**config.mk**
```make
export PLATFORM = sky130hd
export DESIGN_NAME = spinner_quad_decoder_flat
export DESIGN_NICKNAME = d
export VERILOG_FILES = /design/src/rtl/spinner_quad_decoder_if.sv /design/src/rtl/spinner_quad_decoder.sv /design/src/flat_wrapper.sv
export SDC_FILE = /design/constraint.sdc
export NUM_CORES = 1
export LEC_CHECK = 0
export BUFFER_PORTS_ARGS = -buffer_cell sky130_fd_sc_hd__buf_2
export CAP_MARGIN = 20
export CORE_UTILIZATION = 64
export CTS_CLUSTER_DIAMETER = 120
export CTS_CLUSTER_SIZE = 14
export DETAILED_ROUTE_END_ITERATION = 16
export GPL_TIMING_DRIVEN = 0
export PLACE_DENSITY_LB_ADDON = 0.12
export SYNTH_ARGS = -nofsm -noshare
export SYNTH_HDL_FRONTEND = slang
export SYNTH_SLANG_ARGS = --single-unit
```
**constraint.sdc**
```tcl
create_clock -name clk_12m -period 6.9 [get_ports clk_12m]
set_input_delay 1.035 -clock clk_12m [delete_from_list [all_inputs] [get_ports clk_12m]]
set_output_delay 1.035 -clock clk_12m [all_outputs]
set_load 0.005 [all_outputs]
```
**src/rtl/spinner_quad_decoder_if.sv**
```systemverilog
// Spinner decoder bus: sample enable, raw phases, CPU strobes, decoded outputs.
// master drives ce/spinner/clear/rd; slave (the decoder) drives the rest.
interface spinner_quad_decoder_if;
  logic       ce;
  logic [1:0] spinner;
  logic       clear;
  logic       rd;
  logic [7:0] rd_data;
  logic [7:0] position;
  logic       step;
  logic       dir;
  logic       err;
  logic [3:0] err_cnt;

  modport master (
    output ce, spinner, clear, rd,
    input  rd_data, position, step, dir, err, err_cnt
  );

  modport slave (
    input  ce, spinner, clear, rd,
    output rd_data, position, step, dir, err, err_cnt
  );
endinterface

```
**src/rtl/spinner_quad_decoder.sv**
```systemverilog
// Spinner AB quadrature receiver: sync, glitch filter, decode, position, delta.
// Ports: clk_12m, reset (async low), bus (slave: ce/spinner/clear/rd in; rd_data/position/step/dir/err/err_cnt out).
module spinner_quad_decoder #(
  parameter int SYNC_STAGES     = 2,
  parameter int FILTER_LEN      = 4,
  parameter int EDGES_PER_COUNT = 1
) (
  input  logic                   clk_12m,
  input  logic                   reset,
  spinner_quad_decoder_if.slave  bus
);

  localparam logic [3:0] FL_M1 = 4'(FILTER_LEN - 1);
  localparam logic signed [3:0] EPC = 4'(EDGES_PER_COUNT);
  localparam logic signed [3:0] EMC = -EPC;

  logic [SYNC_STAGES-1:0][1:0] r_sync;
  logic [1:0]        r_cand;
  logic [1:0]        r_filt;
  logic [1:0]        r_prev;
  logic [3:0]        r_fcnt;
  logic signed [3:0] r_acc;
  logic [7:0]        r_pos;
  logic signed [7:0] r_delta;
  logic [7:0]        r_rd_data;
  logic              r_step;
  logic              r_dir;
  logic              r_err;
  logic [3:0]        r_err_cnt;

  logic [1:0]        w_sync;
  logic [1:0]        w_pi;
  logic [1:0]        w_ni;
  logic [1:0]        w_d;
  logic              w_chg;
  logic              w_fwd;
  logic              w_rev;
  logic              w_ill;
  logic signed [3:0] w_acc_nx;
  logic              w_emit_p;
  logic              w_emit_n;
  logic              w_emit;

  assign w_sync = r_sync[SYNC_STAGES-1];

  // Gray position: 00->0, 10->1, 11->2, 01->3
  assign w_pi = {r_prev[0], r_prev[1] ^ r_prev[0]};
  assign w_ni = {r_filt[0], r_filt[1] ^ r_filt[0]};
  assign w_d  = w_ni - w_pi;

  assign w_chg = bus.ce && (r_prev != r_filt);
  assign w_fwd = w_chg && (w_d == 2'd1);
  assign w_rev = w_chg && (w_d == 2'd3);
  assign w_ill = w_chg && (w_d == 2'd2);

  always_comb begin
    w_acc_nx = r_acc;
    if (w_fwd) w_acc_nx = r_acc + 4'sd1;
    else if (w_rev) w_acc_nx = r_acc - 4'sd1;
  end

  assign w_emit_p = w_fwd && (w_acc_nx == EPC);
  assign w_emit_n = w_rev && (w_acc_nx == EMC);
  assign w_emit   = w_emit_p || w_emit_n;

  // Sync, filter and decode: advance on ce only
  always_ff @(posedge clk_12m or negedge reset) begin
    if (!reset) begin
      r_sync <= '1;
      r_cand <= 2'b11;
      r_filt <= 2'b11;
      r_prev <= 2'b11;
      r_fcnt <= '0;
      r_acc  <= '0;
    end else if (bus.ce) begin
      r_sync <= {r_sync[SYNC_STAGES-2:0], bus.spinner};
      r_prev <= r_filt;
      if (w_sync != r_cand) begin
        r_cand <= w_sync;
        r_fcnt <= '0;
      end else if (r_cand != r_filt) begin
        if (r_fcnt == FL_M1) begin
          r_filt <= r_cand;
          r_fcnt <= '0;
        end else begin
          r_fcnt <= r_fcnt + 4'd1;
        end
      end
      if (w_emit) r_acc <= '0;
      else if (w_fwd || w_rev) r_acc <= w_acc_nx;
    end
  end

  // Pulses and CPU-visible state: act every clock
  always_ff @(posedge clk_12m or negedge reset) begin
    if (!reset) begin
      r_step    <= 1'b0;
      r_err     <= 1'b0;
      r_dir     <= 1'b0;
      r_pos     <= '0;
      r_delta   <= '0;
      r_rd_data <= '0;
      r_err_cnt <= '0;
    end else begin
      r_step <= w_emit;
      r_err  <= w_ill;
      if (w_emit) r_dir <= w_emit_p;
      if (bus.clear) begin
        r_pos     <= '0;
        r_delta   <= '0;
        r_err_cnt <= '0;
      end else begin
        if (w_emit_p) r_pos <= r_pos + 8'd1;
        else if (w_emit_n) r_pos <= r_pos - 8'd1;
        if (w_ill && r_err_cnt != 4'd15)
          r_err_cnt <= r_err_cnt + 4'd1;
        if (bus.rd) begin
          r_rd_data <= r_delta;
          // a count landing on the read starts the next delta
          if (w_emit_p) r_delta <= 8'sd1;
          else if (w_emit_n) r_delta <= -8'sd1;
          else r_delta <= '0;
        end else if (w_emit_p && r_delta != 8'sd127) begin
          r_delta <= r_delta + 8'sd1;
        end else if (w_emit_n && r_delta != -8'sd128) begin
          r_delta <= r_delta - 8'sd1;
        end
      end
    end
  end

  assign bus.step     = r_step;
  assign bus.err      = r_err;
  assign bus.dir      = r_dir;
  assign bus.position = r_pos;
  assign bus.rd_data  = r_rd_data;
  assign bus.err_cnt  = r_err_cnt;

endmodule

```
**src/flat_wrapper.sv**
```systemverilog
// flat-port wrapper written by rule: the top's interface ports become plain ports
module spinner_quad_decoder_flat 
#(
  parameter int SYNC_STAGES     = 2,
  parameter int FILTER_LEN      = 4,
  parameter int EDGES_PER_COUNT = 1
)
  (clk_12m, reset, bus_ce, bus_spinner, bus_clear, bus_rd, bus_rd_data, bus_position, bus_step, bus_dir, bus_err, bus_err_cnt);
  spinner_quad_decoder_if bus_i ();
  input  logic clk_12m;
  input  logic reset;
  input wire logic [$bits(bus_i.ce)-1:0] bus_ce;
  input wire logic [$bits(bus_i.spinner)-1:0] bus_spinner;
  input wire logic [$bits(bus_i.clear)-1:0] bus_clear;
  input wire logic [$bits(bus_i.rd)-1:0] bus_rd;
  output wire logic [$bits(bus_i.rd_data)-1:0] bus_rd_data;
  output wire logic [$bits(bus_i.position)-1:0] bus_position;
  output wire logic [$bits(bus_i.step)-1:0] bus_step;
  output wire logic [$bits(bus_i.dir)-1:0] bus_dir;
  output wire logic [$bits(bus_i.err)-1:0] bus_err;
  output wire logic [$bits(bus_i.err_cnt)-1:0] bus_err_cnt;
  assign bus_i.ce = bus_ce;
  assign bus_i.spinner = bus_spinner;
  assign bus_i.clear = bus_clear;
  assign bus_i.rd = bus_rd;
  assign bus_rd_data = bus_i.rd_data;
  assign bus_position = bus_i.position;
  assign bus_step = bus_i.step;
  assign bus_dir = bus_i.dir;
  assign bus_err = bus_i.err;
  assign bus_err_cnt = bus_i.err_cnt;
  spinner_quad_decoder #(.SYNC_STAGES(SYNC_STAGES), .FILTER_LEN(FILTER_LEN), .EDGES_PER_COUNT(EDGES_PER_COUNT)) u_core (.clk_12m(clk_12m), .reset(reset), .bus(bus_i));
endmodule
```
# Yosys cells after proc, flatten, opt, wreduce, memory -nomap -nowiden
# Cells that the tools add are included.
# totals
wordCells,78
reg_bits,49
inputBits,7
out_inout_bits,23
# classes
bitwise_logic,4
mux,18
reduce_logical,21
add_sub_neg,9
n_eq_ne,12
# ops
cell,n
2-to-1 mux 8 bit,9
2-to-1 mux 4 bit,9
"!= test 8 bit, second input constant",2
logical AND 1 bit,9
"adder 4 x 1 -> 4 bit, second input constant",2
"adder 8 x 1 -> 8 bit, second input constant",1
"adder 8 x 2 -> 8 bit, second input constant",1
"equality test 4 x 2 -> 1 bit, second input constant",2
AND reduction 2 bit,4
"subtractor 8 x 1 -> 8 bit, second input constant",1
"subtractor 8 x 2 -> 8 bit, second input constant",1
!= test 2 bit,3
nonzero test 2 bit,3
"adder 4 x 2 -> 4 bit, second input constant",1
"equality test 2 bit, second input constant",2
"equality test 4 x 1 -> 1 bit, second input constant",1
"!= test 4 bit, second input constant",1
AND reduction 4 bit,1
nonzero test 4 bit,1
"subtractor 4 x 2 -> 4 bit, second input constant",1
nonzero test 3 bit,1
"equality test 2 x 1 -> 1 bit, second input constant",1
logical OR 1 bit,2
inverter 1 bit,2
other kinds (2),3

# Depth between registers and ports, before layout
# depth
word_depth,13
depth_mapped,17
mapped_depth_nobuf,15

# Worst setup path before layout
# OpenSTA, ideal clock, no wires.
# synth_path
kind,reg-to-reg
from,register u_core.r_filt[0]
to,register u_core.r_delta[7]
path_slack_ns,2.909
stages_incl_launch_ff,16
path_buffers,1
arrival_ns,3.869
synth_period_minus_slack_ns,3.991
setup_time_ns,0.123
path_cell_list,dfstp_2 buf_6 xnor2_1 ha_1 xnor3_2 mux2_4 a2111oi_4 nand2_2 ha_1 a21oi_1 nor2b_1 o31a_1 o41ai_1 xnor2_1 o221a_1 o221a_1
# synth_via
elab_chain_len,12
word_cells_on_any_way,22
classes_between,1 x add/sub; 5 x eq/ne; 7 x mux; 1 x bitwise; 8 x reduce/logical
# synth_rtl
item,line_no,text
from (decl),spinner_quad_decoder.sv:19,logic [1:0] r_filt;
from (signal assigned),spinner_quad_decoder.sv:83,r_filt <= r_cand;
XOR 1 bit,spinner_quad_decoder.sv:48,"assign w_ni = {r_filt[0], r_filt[1] ^ r_filt[0]};"
subtractor 2 bit,spinner_quad_decoder.sv:49,assign w_d = w_ni - w_pi;
equality test 2 bit,spinner_quad_decoder.sv:53,assign w_rev = w_chg && (w_d == 2'd3);
logical AND 1 bit,spinner_quad_decoder.sv:53,
2-to-1 mux 4 bit,spinner_quad_decoder.sv:59,else if (w_rev) w_acc_nx = r_acc - 4'sd1;
2-to-1 mux 4 bit,spinner_quad_decoder.sv:58,if (w_fwd) w_acc_nx = r_acc + 4'sd1;
equality test 4 x 1 -> 1 bit or equality test 4 x 2 -> 1 bit (tied branches),"spinner_quad_decoder.sv:63, spinner_quad_decoder.sv:62",
logical AND 1 bit (on tied branches),"spinner_quad_decoder.sv:63, spinner_quad_decoder.sv:62",
2-to-1 mux 8 bit or logical AND 1 bit (tied branches),"spinner_quad_decoder.sv:121, spinner_quad_decoder.sv:123",
2-to-1 mux 8 bit (on tied branches),"spinner_quad_decoder.sv:120, spinner_quad_decoder.sv:123",
2-to-1 mux 8 bit,spinner_quad_decoder.sv:117,if (bus.rd) begin
2-to-1 mux 8 bit,spinner_quad_decoder.sv:108,if (bus.clear) begin
to (signal assigned),spinner_quad_decoder.sv:121,else if (w_emit_n) r_delta <= -8'sd1;
to (signal assigned),spinner_quad_decoder.sv:124,r_delta <= r_delta + 8'sd1;
to (signal assigned),spinner_quad_decoder.sv:126,r_delta <= r_delta - 8'sd1;
to (decl),spinner_quad_decoder.sv:24,logic signed [7:0] r_delta;
# Several ways; a longest one is shown, not always the timed one.
# A chain may end at the register's enable or synchronous reset.

# Final worst setup path
# Same ends and word-level chain as after synthesis.

==> metrics <==
outcome=complete, no violations; GPL Wtd Cong=0.876; drt total wl=5850 um; Post-synth EDFFs=0; Die ar.=5040 um^2; mapped cell area=3050 um^2; worst setup path start=u_core.r_filt[0]; Mapped Cells=310; post-synth top area share=32.0%; Final Instance Area=3360 um^2; DRC viols=0; synthesized flop and latch total=49; Max-Slew Margin vs Limit=45.4%; largest family of logic cells by synthesized area=compound AO/OA/AOI/OAI gates; RSZ-0062 raised after global routing=no; sequential fraction of the synthesis area=40.6%; GRT Util Overall=25.7%; # nets final=372; Clock Root Buffer=clkbuf_8; core area=4470 um^2; Setup crit end=u_core.r_delta[7]; Rows=24; cell taking the most area after synthesis=dfrtp_1; Ports=30; First DRT Iteration DRCs=118; Die Ht=71.0 um; Hold Fails Final Rpt=0; pwr/cell area=196 nW/um^2; Post-DP HPWL=4390 um; first-pass GRT wire length=10200 um; port bufs=28; layout cell share with drive strength beyond 1=22.2%; Leak Pwr=1.52 nW; mux contribution to synthesized area=5.54%; Synth Area in XOR/XNOR=8.21%; largest cells by area after synthesis=dfrtp_1 32%, dfstp_2 8.6%, ha_1 7.0%; Area Overhead vs Synth=10.4%; worst setup path class=flip-flop to flip-flop; largest net degree at the start of global routing=50; Via Count=2310; area of placed instances=3250 um^2; Final Skew=9.24 ps; CTS resizes=0; WP data required=7100 ps; r2r startpoint=u_core.r_filt[0]; post-route ant nets=0; Max-Cap Viols=0; initial antenna violation count=0; Simple-Gate Fraction of Synth Area=15.0%; Clock Sink Count=49; postcts setup bufs=0; FMAX=223 MHz; vias in the first global route=2189; peak supply drop=0.107 mV; hold crit path type=flip-flop to flip-flop; DR WL/cell=14.7 um; Die X=71.0 um; Net Count, Synth=336; gr ovfl total=0; Clock Path Buffers=2; worst-skew pair later-pin latency=310 ps; Netlist cell types=60; reg2reg setup slack=2410 ps; number of diodes=0; Post-synth ARST share=100%; TritonCTS buffer count=5; Setup crit end kind=flip-flop; worst-margin pin slew=808 ps; clock slew at the register clock pins of the worst setup and hold paths=90 ps; htree depth=2; Worst Setup Start Kind=flip-flop; CTS Hold Bufs=0; Initial Util=68.1%; adder-cell share of the synthesized area=8.29%; R2R depth=15; Synth Flop Type=dfrtp_1; Slew Limit Fails=0; fin crit period=4490 ps; Critical Path AT=4690 ps; worst-path maximum fanout=10; via/cell ratio=5.79; setup TNS=0 ps; Final period util=65.1%; CTS tree=yes; Compound-Gate Fraction of Synth Area=17.3%; Initial DRT Pass Iterations=4; reg2reg end=u_core.r_delta[7]; yosys warns=0; Setup-failing EPs final=0; Synth Area per Inst=9.83 um^2
==> power by group <==
| group | switching (mW) | internal (mW) | total (mW) |
|---|---|---|---|
| combinational | 0.0835 | 0.0704 | 0.154 |
| clock | 0.0970 | 0.0720 | 0.169 |
| sequential | 0.0209 | 0.314 | 0.335 |
| total | 0.201 | 0.457 | 0.658 |
==> placed cells by master (no fill, tap or decap), drive strengths merged, types with 3 or more instances in the layout <==
master	n
nor2	25
dfrtp	39
clkinv	4
nor2b	3
ha	17
a21o	4
a211oi	5
buf	39
clkbuf	8
dfstp	10
nand4	5
a21oi	14
o31ai	5
inv	16
o211ai	5
xnor2	18
nor3	7
mux2i	3
xor2	7
o21ai	26
mux2	12
nand2	28
nand2b	4
nand3	7
and3	3
==> through the flow <==
step	power (mW)	util, %	cells	hold WS, ps	setup slack, ps
after floorplan	0.450	-	310	468	2910
after global placement	0.486	72.7	390	460	2590
after detailed placement	0.493	72.7	390	466	2470
after CTS	0.662	74.7	398	487	2460
after global routing	0.697	75.2	399	503	2120
final	0.658	75.2	399	482	2410
==> area by class of cell <==
cell class / count / area, um^2
clock buffer: 5 / 68.8
buffer: 13 / 90.1
sequential: 49 / 1240
tap: 52 / 65.1
timing repair buffer: 29 / 160
clock inverter: 3 / 22.5
fill: 328 / 1110
multi-input combinational: 231 / 1660
inverter: 17 / 63.8
==> synthesized netlist by cell type (3+ instances only) <==
library cell / count
a211oi_1: 5
a21o_1: 4
a21oi_1: 14
buf_2: 3
buf_6: 4
clkbuf_1: 3
dfrtp_1: 39
dfstp_2: 10
ha_1: 17
inv_1: 15
mux2_2: 11
mux2i_1: 3
nand2_1: 27
nand2b_1: 4
nand3_1: 7
nand4_1: 5
nor2_1: 25
nor2b_1: 3
nor3_1: 7
o211ai_1: 5
o21ai_0: 22
o21ai_1: 4
o31ai_1: 5
xnor2_1: 17
xor2_1: 7
==> worst max-delay path: stages (launching register included) <==
cell       delay (ps)
dfstp_2           530
buf_6             120
xnor2_1           130
ha_1              250
xnor3_2           370
mux2_4            370
a2111oi_4         360
nand2_2           210
ha_1              310
a21oi_1           140
nor2b_1            80
o31a_1            250
o41ai_1           670
xnor2_1           130
o221a_1           250
o221a_1           220
==> worst min path at each step <==
stage	start	end	slack [ps]	cells after the start
floorplan	u_core.r_fcnt[3]	u_core.r_fcnt[3]	470	1
global placement	u_core.bus.rd_data[6]	u_core.bus.rd_data[6]	460	2
detailed placement	u_core.bus.rd_data[6]	u_core.bus.rd_data[6]	470	2
CTS	u_core.bus.rd_data[6]	u_core.bus.rd_data[6]	490	2
global route	u_core.bus.dir	u_core.bus.dir	500	2
finish	u_core.bus.rd_data[6]	u_core.bus.rd_data[6]	480	2
==> cells by family (layout without fill, tap and decap cells) <==
| family | count (synthesis) | in the layout |
|---|---|---|
| simple gates | 94 | 94 |
| mux | 15 | 15 |
| xor+xnor | 26 | 26 |
| compound gates | 77 | 77 |
| buf+inv | 30 | 67 |
| flops | 49 | 49 |
| fa+ha+maj | 19 | 19 |
==> per-layer routing <==
layer	vias up	part of all wire, %	GRT usage [%]	routed length, um
met4	0	1.3	7.33	74
met5	-	0	0	0
met2	35	49	42.2	2850
met1	1090	47	35.5	2760
li1	1178	-	-	-
met3	7	2.8	4.13	162
==> flip-flops by register name (all words and copies together), names as in the netlist, 2 cells and up <==
signal and flops:
u_core.bus.rd_data 8, u_core.r_acc 4, u_core.w_sync 2, u_core.r_filt 2
u_core.r_delta 8, u_core.r_sync 2, u_core.r_prev 2, u_core.r_cand 2
u_core.bus.position 8, u_core.bus.err_cnt 4, u_core.r_fcnt 4
Note: power is estimated with default switching activity, not from simulation.
